<file path="src/rtl/param_sequence_detector_if.sv">
// rtl/param_sequence_detector_if.sv - serial stream, configuration and status bundle for the sequence detector
interface param_sequence_detector_if #(
  parameter int MAX_LEN = 16,
  parameter int CNT_W   = 16
);
  localparam int LEN_W = $clog2(MAX_LEN + 1);

  logic               seq;
  logic               valid;
  logic               cfg_load;
  logic [MAX_LEN-1:0] cfg_pattern;
  logic [LEN_W-1:0]   cfg_len;
  logic               cfg_overlap;
  logic               cnt_clear;
  logic               detected;
  logic [CNT_W-1:0]   match_count;
  logic               cnt_sat;
  logic               cfg_err;

  modport master (
    output seq, valid, cfg_load, cfg_pattern, cfg_len, cfg_overlap, cnt_clear,
    input  detected, match_count, cnt_sat, cfg_err
  );

  modport slave (
    input  seq, valid, cfg_load, cfg_pattern, cfg_len, cfg_overlap, cnt_clear,
    output detected, match_count, cnt_sat, cfg_err
  );
endinterface

</file>
<file path="src/rtl/param_sequence_detector.sv">
// rtl/param_sequence_detector.sv - runtime-configurable serial pattern detector with saturating match counter
module param_sequence_detector #(
  parameter int MAX_LEN = 16,
  parameter int CNT_W   = 16
) (
  input  logic                      clk,
  input  logic                      resetn,
  param_sequence_detector_if.slave  bus
);
  localparam int LEN_W = $clog2(MAX_LEN + 1);
  localparam logic [LEN_W-1:0] MAX_LEN_L = LEN_W'(MAX_LEN);

  typedef enum logic [1:0] {UNCFG, FILL, ARMED} state_t;

  state_t             state, state_next;
  logic [MAX_LEN-1:0] pattern_q;
  logic [LEN_W-1:0]   len_q;
  logic               overlap_q;
  logic [MAX_LEN-1:0] hist_q;
  logic [LEN_W-1:0]   fill_q;
  logic               detected_q;
  logic [CNT_W-1:0]   count_q;
  logic               sat_q;
  logic               cfg_err_c;

  logic               load_len_ok;
  logic               beat;
  logic [MAX_LEN-1:0] hist_next;
  logic [LEN_W-1:0]   fill_next;
  logic [MAX_LEN-1:0] len_mask;
  logic               match;

  always_comb begin
    load_len_ok = (bus.cfg_len != '0) && (bus.cfg_len <= MAX_LEN_L);
    beat        = bus.valid && !bus.cfg_load && (state != UNCFG);
    hist_next   = {hist_q[MAX_LEN-2:0], bus.seq};
    fill_next   = (fill_q >= MAX_LEN_L) ? MAX_LEN_L : fill_q + 1'b1;
    len_mask    = '0;
    for (int i = 0; i < MAX_LEN; i++) begin
      len_mask[i] = (int'(len_q) > i);
    end
    match = beat && (fill_next >= len_q) && (((hist_next ^ pattern_q) & len_mask) == '0);
  end

  // State register
  always_ff @(posedge clk) begin
    if (!resetn) begin
      state <= UNCFG;
    end else begin
      state <= state_next;
    end
  end

  // Next-state logic; cfg_load always wins over a coinciding beat
  always_comb begin
    state_next = state;
    if (bus.cfg_load) begin
      state_next = load_len_ok ? FILL : UNCFG;
    end else if (match && !overlap_q) begin
      state_next = FILL;
    end else if (beat) begin
      state_next = (fill_next >= len_q) ? ARMED : FILL;
    end
  end

  // Output logic: the latched length is only invalid while unconfigured
  always_comb begin
    cfg_err_c = (state == UNCFG);
  end

  always_ff @(posedge clk) begin
    if (!resetn) begin
      pattern_q  <= '0;
      len_q      <= '0;
      overlap_q  <= 1'b1;
      hist_q     <= '0;
      fill_q     <= '0;
      detected_q <= 1'b0;
      count_q    <= '0;
      sat_q      <= 1'b0;
    end else begin
      detected_q <= match;
      if (bus.cfg_load) begin
        pattern_q <= bus.cfg_pattern;
        len_q     <= bus.cfg_len;
        overlap_q <= bus.cfg_overlap;
        hist_q    <= '0;
        fill_q    <= '0;
      end else if (match && !overlap_q) begin
        hist_q <= '0;
        fill_q <= '0;
      end else if (beat) begin
        hist_q <= hist_next;
        fill_q <= fill_next;
      end

      // Clear overrides a simultaneous match; the pulse itself still fires
      if (bus.cnt_clear) begin
        count_q <= '0;
        sat_q   <= 1'b0;
      end else if (match) begin
        if (&count_q) begin
          sat_q <= 1'b1;
        end else begin
          count_q <= count_q + 1'b1;
        end
      end
    end
  end

  assign bus.detected    = detected_q;
  assign bus.match_count = count_q;
  assign bus.cnt_sat     = sat_q;
  assign bus.cfg_err     = cfg_err_c;
endmodule

</file>
<file path="src/flat_wrapper.sv">
// flat-port wrapper written by rule: the top's interface ports become plain ports
module param_sequence_detector_flat 
#(
  parameter int MAX_LEN = 16,
  parameter int CNT_W   = 16
)
  (clk, resetn, bus_seq, bus_valid, bus_cfg_load, bus_cfg_pattern, bus_cfg_len, bus_cfg_overlap, bus_cnt_clear, bus_detected, bus_match_count, bus_cnt_sat, bus_cfg_err);
  param_sequence_detector_if #(.MAX_LEN(MAX_LEN), .CNT_W(CNT_W)) bus_i ();
  input  logic clk;
  input  logic resetn;
  input wire logic [$bits(bus_i.seq)-1:0] bus_seq;
  input wire logic [$bits(bus_i.valid)-1:0] bus_valid;
  input wire logic [$bits(bus_i.cfg_load)-1:0] bus_cfg_load;
  input wire logic [$bits(bus_i.cfg_pattern)-1:0] bus_cfg_pattern;
  input wire logic [$bits(bus_i.cfg_len)-1:0] bus_cfg_len;
  input wire logic [$bits(bus_i.cfg_overlap)-1:0] bus_cfg_overlap;
  input wire logic [$bits(bus_i.cnt_clear)-1:0] bus_cnt_clear;
  output wire logic [$bits(bus_i.detected)-1:0] bus_detected;
  output wire logic [$bits(bus_i.match_count)-1:0] bus_match_count;
  output wire logic [$bits(bus_i.cnt_sat)-1:0] bus_cnt_sat;
  output wire logic [$bits(bus_i.cfg_err)-1:0] bus_cfg_err;
  assign bus_i.seq = bus_seq;
  assign bus_i.valid = bus_valid;
  assign bus_i.cfg_load = bus_cfg_load;
  assign bus_i.cfg_pattern = bus_cfg_pattern;
  assign bus_i.cfg_len = bus_cfg_len;
  assign bus_i.cfg_overlap = bus_cfg_overlap;
  assign bus_i.cnt_clear = bus_cnt_clear;
  assign bus_detected = bus_i.detected;
  assign bus_match_count = bus_i.match_count;
  assign bus_cnt_sat = bus_i.cnt_sat;
  assign bus_cfg_err = bus_i.cfg_err;
  param_sequence_detector #(.MAX_LEN(MAX_LEN), .CNT_W(CNT_W)) u_core (.clk(clk), .resetn(resetn), .bus(bus_i));
endmodule
</file>
<file path="config.mk">
export PLATFORM = sky130hd
export DESIGN_NAME = param_sequence_detector_flat
export DESIGN_NICKNAME = d
export VERILOG_FILES = /design/src/rtl/param_sequence_detector_if.sv /design/src/rtl/param_sequence_detector.sv /design/src/flat_wrapper.sv
export SDC_FILE = /design/constraint.sdc
export NUM_CORES = 1
export LEC_CHECK = 0
export CORE_UTILIZATION = 30
export DETAILED_ROUTE_END_ITERATION = 12
export PLACE_DENSITY = 0.58
export SYNTH_ARGS = -nofsm -noshare
export SYNTH_HDL_FRONTEND = slang
export SYNTH_SLANG_ARGS = --single-unit
</file>
<file path="constraint.sdc">
create_clock -name clk -period 4.21 [get_ports clk]
set_input_delay 0.421 -clock clk [delete_from_list [all_inputs] [get_ports clk]]
set_output_delay 0.421 -clock clk [all_outputs]
set_load 0.01 [all_outputs]
</file>
# [Word level (Yosys, flattened, before mapping)]
# Cells that the tools add are included.
[word_totals] wordCells=58 inputBits=28 output_inout_bits=19 register_bits=62
[op_classes] n_reduce_logical=18 magnitude_cmp=19 bitwise_logic=4 mux=6 addsub=2
[ops] cell="greater-than comparator 5 x 4 -> 1 bit (second input constant)" n=8
[ops] cell="greater-than comparator 5 x 3 -> 1 bit (second input constant)" n=4
[ops] cell="AND reduction 17 bit" n=1
[ops] cell="adder 16 x 1 -> 16 bit (second input constant)" n=1
[ops] cell="AND 16 bit" n=1
[ops] cell="zero test 16 bit" n=1
[ops] cell="AND reduction 16 bit" n=1
[ops] cell="XOR 16 bit" n=1
[ops] cell="greater-than comparator 5 x 1 -> 1 bit (second input constant)" n=2
[ops] cell="greater-than comparator 5 x 2 -> 1 bit (second input constant)" n=2
[ops] cell="2-to-1 mux 2 bit" n=4
[ops] cell="logical AND 1 bit" n=6
[ops] cell="adder 5 x 1 -> 5 bit (second input constant)" n=1
[ops] cell="greater-or-equal comparator 5 bit" n=1
[ops] cell="greater-or-equal comparator 5 bit (second input constant)" n=1
[ops] cell="less-or-equal comparator 5 bit (second input constant)" n=1
[ops] cell="2-to-1 mux 5 bit" n=1
[ops] cell="nonzero test 5 bit" n=1
[ops] cell="nonzero test 3 bit" n=1
[ops] cell="OR reduction 3 bit" n=1
[ops] cell="zero test 1 bit" n=2
[ops] cell="zero test 2 bit" n=1
[ops] cell="inverter 1 bit" n=2
[ops] cell="AND reduction 2 bit" n=1
[ops] cell="3 further kinds" n=3

# [Longest topological paths before layout]
[depth] depth_word=8 ltp_mapped=11 ltp_nobuf=10

# [Worst setup path after synthesis]
# Ideal clock, no wire load.
[synth_path] path_kind="reg-to-reg" start="reg u_core.len_q[1]" end="reg u_core.count_q[12], in the netlist u_core.bus.match_count[12]" t_required_ns=4.140 slack_ns=1.732 n_path_buf=2 setup_ns=0.070 path_stages_with_launch=9 arrival_ns=2.407 synth_period_minus_slack_ns=2.478 cell_sequence="dfxtp_1 > buf_6 > or4_4 > a211oi_2 > o211ai_1 > or4_4 > buf_6 > or4_1 > a21oi_1"
[synth_between] elab_chain_len=5 word_cells_on_any_way=22 cone_classes="order compare: 17; bitwise: 1; reduce/logical: 4"
[synth_lines] element="start: declaration" line="param_sequence_detector.sv:17" rtl="logic [LEN_W-1:0] len_q;"
[synth_lines] element="start signal: assignment" line="param_sequence_detector.sv:85" rtl="len_q <= bus.cfg_len;"
[synth_lines] element="greater-than comparator 5 x 1 -> 1 bit, or another cell as far along" line="param_sequence_detector.sv:40" rtl="len_mask[i] = (int'(len_q) > i);"
[synth_lines] element="AND 16 bit" line="param_sequence_detector.sv:42" rtl="match = beat && (fill_next >= len_q) && (((hist_next ^ pattern_q) & len_mask) == '0);"
[synth_lines] element="zero test 16 bit" line="param_sequence_detector.sv:42"
[synth_lines] element="logical AND 1 bit (*)" line="param_sequence_detector.sv:42"
[synth_lines] element="AND reduction 2 bit (no source line) (*)"
[synth_lines] element="end signal: assignment" line="param_sequence_detector.sv:105" rtl="count_q <= count_q + 1'b1;"
[synth_lines] element="end: declaration" line="param_sequence_detector.sv:22" rtl="logic [CNT_W-1:0] count_q;"
# Mark *: on every way between the ends. The rest lies on a longest branch, timed or not.
# A chain may end at the register's enable or synchronous reset.

# [Final worst setup path]
[layout_path] start="reg u_core.fill_q[0]" end="reg u_core.state[1]"
[layout_between] elab_chain_len=8 word_cells_on_any_way=12 cone_classes="add/sub: 1; order compare: 2; mux: 5; reduce/logical: 4"
[layout_lines] element="start: declaration" line="param_sequence_detector.sv:20" rtl="logic [LEN_W-1:0] fill_q;"
[layout_lines] element="start signal: assignment" line="param_sequence_detector.sv:94" rtl="fill_q <= fill_next;"
[layout_lines] element="adder 5 x 1 -> 5 bit / greater-or-equal comparator 5 bit (equally long branches)" line="param_sequence_detector.sv:37" rtl="fill_next = (fill_q >= MAX_LEN_L) ? MAX_LEN_L : fill_q + 1'b1;"
[layout_lines] element="2-to-1 mux 5 bit (*)" line="param_sequence_detector.sv:37"
[layout_lines] element="named net u_core.fill_next[2]" line="param_sequence_detector.sv:29" rtl="logic [LEN_W-1:0] fill_next;"
[layout_lines] element="greater-or-equal comparator 5 bit (*)" line="param_sequence_detector.sv:42, param_sequence_detector.sv:62"
[layout_lines] element="logical AND 1 bit (2 in a row)" line="param_sequence_detector.sv:42"
[layout_lines] element="logical AND 1 bit" line="param_sequence_detector.sv:59" rtl="end else if (match && !overlap_q) begin"
[layout_lines] element="2-to-1 mux 2 bit" line="param_sequence_detector.sv:59"
[layout_lines] element="2-to-1 mux 2 bit" line="param_sequence_detector.sv:57" rtl="if (bus.cfg_load) begin"
[layout_lines] element="end signal: assignment" line="param_sequence_detector.sv:50" rtl="state <= state_next;"
[layout_lines] element="end: declaration" line="param_sequence_detector.sv:15" rtl="state_t state, state_next;"
# Mark *: on every way through the listed nets, which the timed path passes. The rest lies on a longest branch. The select of a mux whose other input is x is not followed.

==> flow_summary.json <==
{
  "status": "complete, no violations",
  "viasPerCell": 4.96,
  "nets": 450,
  "relSlewSlack": 0.327,
  "instances_no_fill": 555,
  "setup_viol": 0,
  "die_h_um": 104,
  "final_cell_mix": "dfxtp_1 (62), nand2_1 (50), clkdlybuf4s50_1 (46), a21oi_1 (35), nor2b_1 (25)",
  "critPathKind": "reg -> reg",
  "ys_async_sr_fraction": 0,
  "dp_cells": 539,
  "io_pins": 47,
  "cts_tree": "done",
  "grt_max_degree": 31,
  "antenna_found_initial": 0,
  "cp.arrival_ns": 3.11,
  "fin_area_mm2": 0.00397,
  "drt_iter0_drc": 91,
  "clk_latency_ns": 0.35,
  "yosys.cell_types.count": 44,
  "postRouteAntennaNets": 0,
  "synth_nets": 407,
  "hold_buffers": 0,
  "hold_violations": 0,
  "coreArea_mm2": 0.0102,
  "setup_tns_ns": 0,
  "synth_edf_count": 0,
  "fin_crit_sh": 0.684,
  "cp_cell_sequence": "ha_1 > xnor2_1 > nor2_1 > ha_1 > a21o_1 > a31oi_1 > o21ai_1 > nand2_1 > o31ai_2 > buf_4 > nor3_1",
  "dpl_worst_slack_ns": 1.16,
  "wl_per_cell_um": 13.3,
  "htree_levels": 3,
  "grt_overflow_total": 0,
  "holdWs_ns": 0.450,
  "grt_pass1_wl_um": 12500,
  "rows": 37,
  "cp_top_family": "compound AO/OA/AOI/OAI gates",
  "worst_ir_drop_vdd_mv": 0.178,
  "cts.path.max_buffers": 2,
  "ys_seq_area_frac": 0.394,
  "dieArea_mm2": 0.0109,
  "required_ns": 4.44,
  "num_vias": 2751,
  "cpMostUsedCell": "ha_1",
  "synth_seq_cells": 62,
  "n_antenna_cell": 0,
  "numPortBuffers": 46,
  "clockRootBuffer": "clkbuf_8",
  "worst_slack_ns": 1.33,
  "slew_violations": 0,
  "grt_pass1_vias": 2644,
  "static-leakage-power_uw": 0.00141,
  "dp_hpwl_um": 5330,
  "syn_area_mm2": 0.00315,
  "drtPass1Iterations": 4,
  "start_kind": "flip-flop",
  "final_common_cell": "dfxtp_1",
  "min_period_ns": 2.88,
  "powerDensity_mw_per_mm2": 344,
  "drive_gt1_frac": 0.0764,
  "ys.flop_type": "dfxtp_1",
  "yosysWarnings": 0,
  "gp_congestion": 0.799,
  "rsz0062_at_grt": "false",
  "synthCells": 371,
  "cpPeakStageDelay_ns": 0.59,
  "place_area_mm2": 0.00374,
  "skew_ns": 0.00790,
  "die_w_um": 104,
  "post_cts_buffers": 0,
  "avgSynthCellArea_um2": 8.49,
  "fillCellCount": 1051,
  "cts.sinks": 62,
  "maxCapViolCount": 0,
  "cts-buffers-inserted": 9,
  "path_clk_slew_ns": 0.07,
  "critPathBufInv": 1,
  "drc": 0,
  "cp_max_fo": 21,
  "worst_pin_slew_ns": 1.00,
  "wl_um": 7370,
  "fmax_mhz": 347,
  "cp_slowest_cell": "o21ai_1",
  "grtUsageTotal": 0.142,
  "initial_utilization": 0.308,
  "synthToLayoutAreaGrowth_pct": 26.0,
  "hold_class": "reg -> reg",
  "end_kind": "flip-flop",
  "post_cts_resized": 0
}
[flip-flops by register name (all words and copies together), names as in the netlist]
register,count
u_core.state,2
u_core.overlap_q,1
u_core.bus.detected,1
u_core.len_q,5
u_core.hist_q,15
u_core.bus.match_count,16
u_core.bus.cnt_sat,1
u_core.pattern_q,16
u_core.fill_q,5
[final timing paths]
path	cells after the start	start	slack, ns	end
worst max-delay path	11	u_core.fill_q[0]	1.33	u_core.state[1]
worst min-delay path	2	u_core.bus.cnt_sat	0.45	u_core.bus.cnt_sat
worst max register to register	11	u_core.fill_q[0]	1.33	u_core.state[1]
worst min register to register	2	u_core.bus.cnt_sat	0.45	u_core.bus.cnt_sat
[metrics by stage]
step                      power (uW)  utilization
final                           1360        0.388
after global routing            1420        0.388
after CTS                       1380        0.388
after detailed placement         768        0.365
after global placement           765        0.365
after floorplan                  711            -
[layout make-up]
cell class                      count  area (um2)  area share
Multi-Input combinational cell    281        1790       0.451
Sequential cell                    62        1240       0.313
Timing Repair Buffer               52         505       0.127
Tap cell                          136         170      0.0429
Clock buffer                       10         138      0.0347
Clock inverter                      6        93.8      0.0237
Inverter                            8        30.0     0.00757
[layer usage]
layer,track usage,part of all wire,up-vias
met5,0,0,-
met1,0.179,0.46,1260
met2,0.237,0.47,64
met3,0.0432,0.055,9
met4,0.0316,0.0096,0
li1,-,-,1418
[power breakdown]
group	internal [uW]	leakage [uW]	switching, uW
clock	353	0.000113	256
combinational	68.7	0.000795	69.4
sequential	600	0.000504	15.7
[synthesized netlist by cell type (3+ instances only)]
library cell,number,share of area
or4_1,6,0.014
xor2_1,7,0.019
nand2_1,50,0.060
nand2b_1,3,0.0060
nand4_1,14,0.028
mux2i_1,22,0.070
ha_1,8,0.032
a21oi_1,35,0.056
inv_1,8,0.0095
or3_1,8,0.016
and3_1,7,0.014
xnor2_1,12,0.033
and4_1,4,0.011
o21ai_0,16,0.025
a31oi_1,3,0.0060
or2_2,4,0.0079
nand3_1,7,0.011
o31ai_1,5,0.012
nor2b_1,25,0.050
dfxtp_1,62,0.39
nor3_1,4,0.0064
nor4_1,3,0.0060
o211ai_1,4,0.0095
clkbuf_1,16,0.019
nor2_1,13,0.016
[worst min-delay path: stages (launching register included)]
cell     delay (ns)
dfxtp_1        0.31
inv_1          0.05
a21oi_1        0.05
[cells by family after synthesis]
| kind of cell | Yosys count | synth area share |
|---|---|---|
| adder cells (fa/ha/maj) | 9 | 0.0354 |
| multiplexers | 22 | 0.0700 |
| buffers and inverters | 28 | 0.0390 |
| AO/OA/AOI/OAI | 78 | 0.150 |
| XOR/XNOR | 19 | 0.0529 |
| flip-flops | 62 | 0.394 |
| AND/OR/NAND/NOR | 153 | 0.259 |
Power figures use the tool's default switching activity.
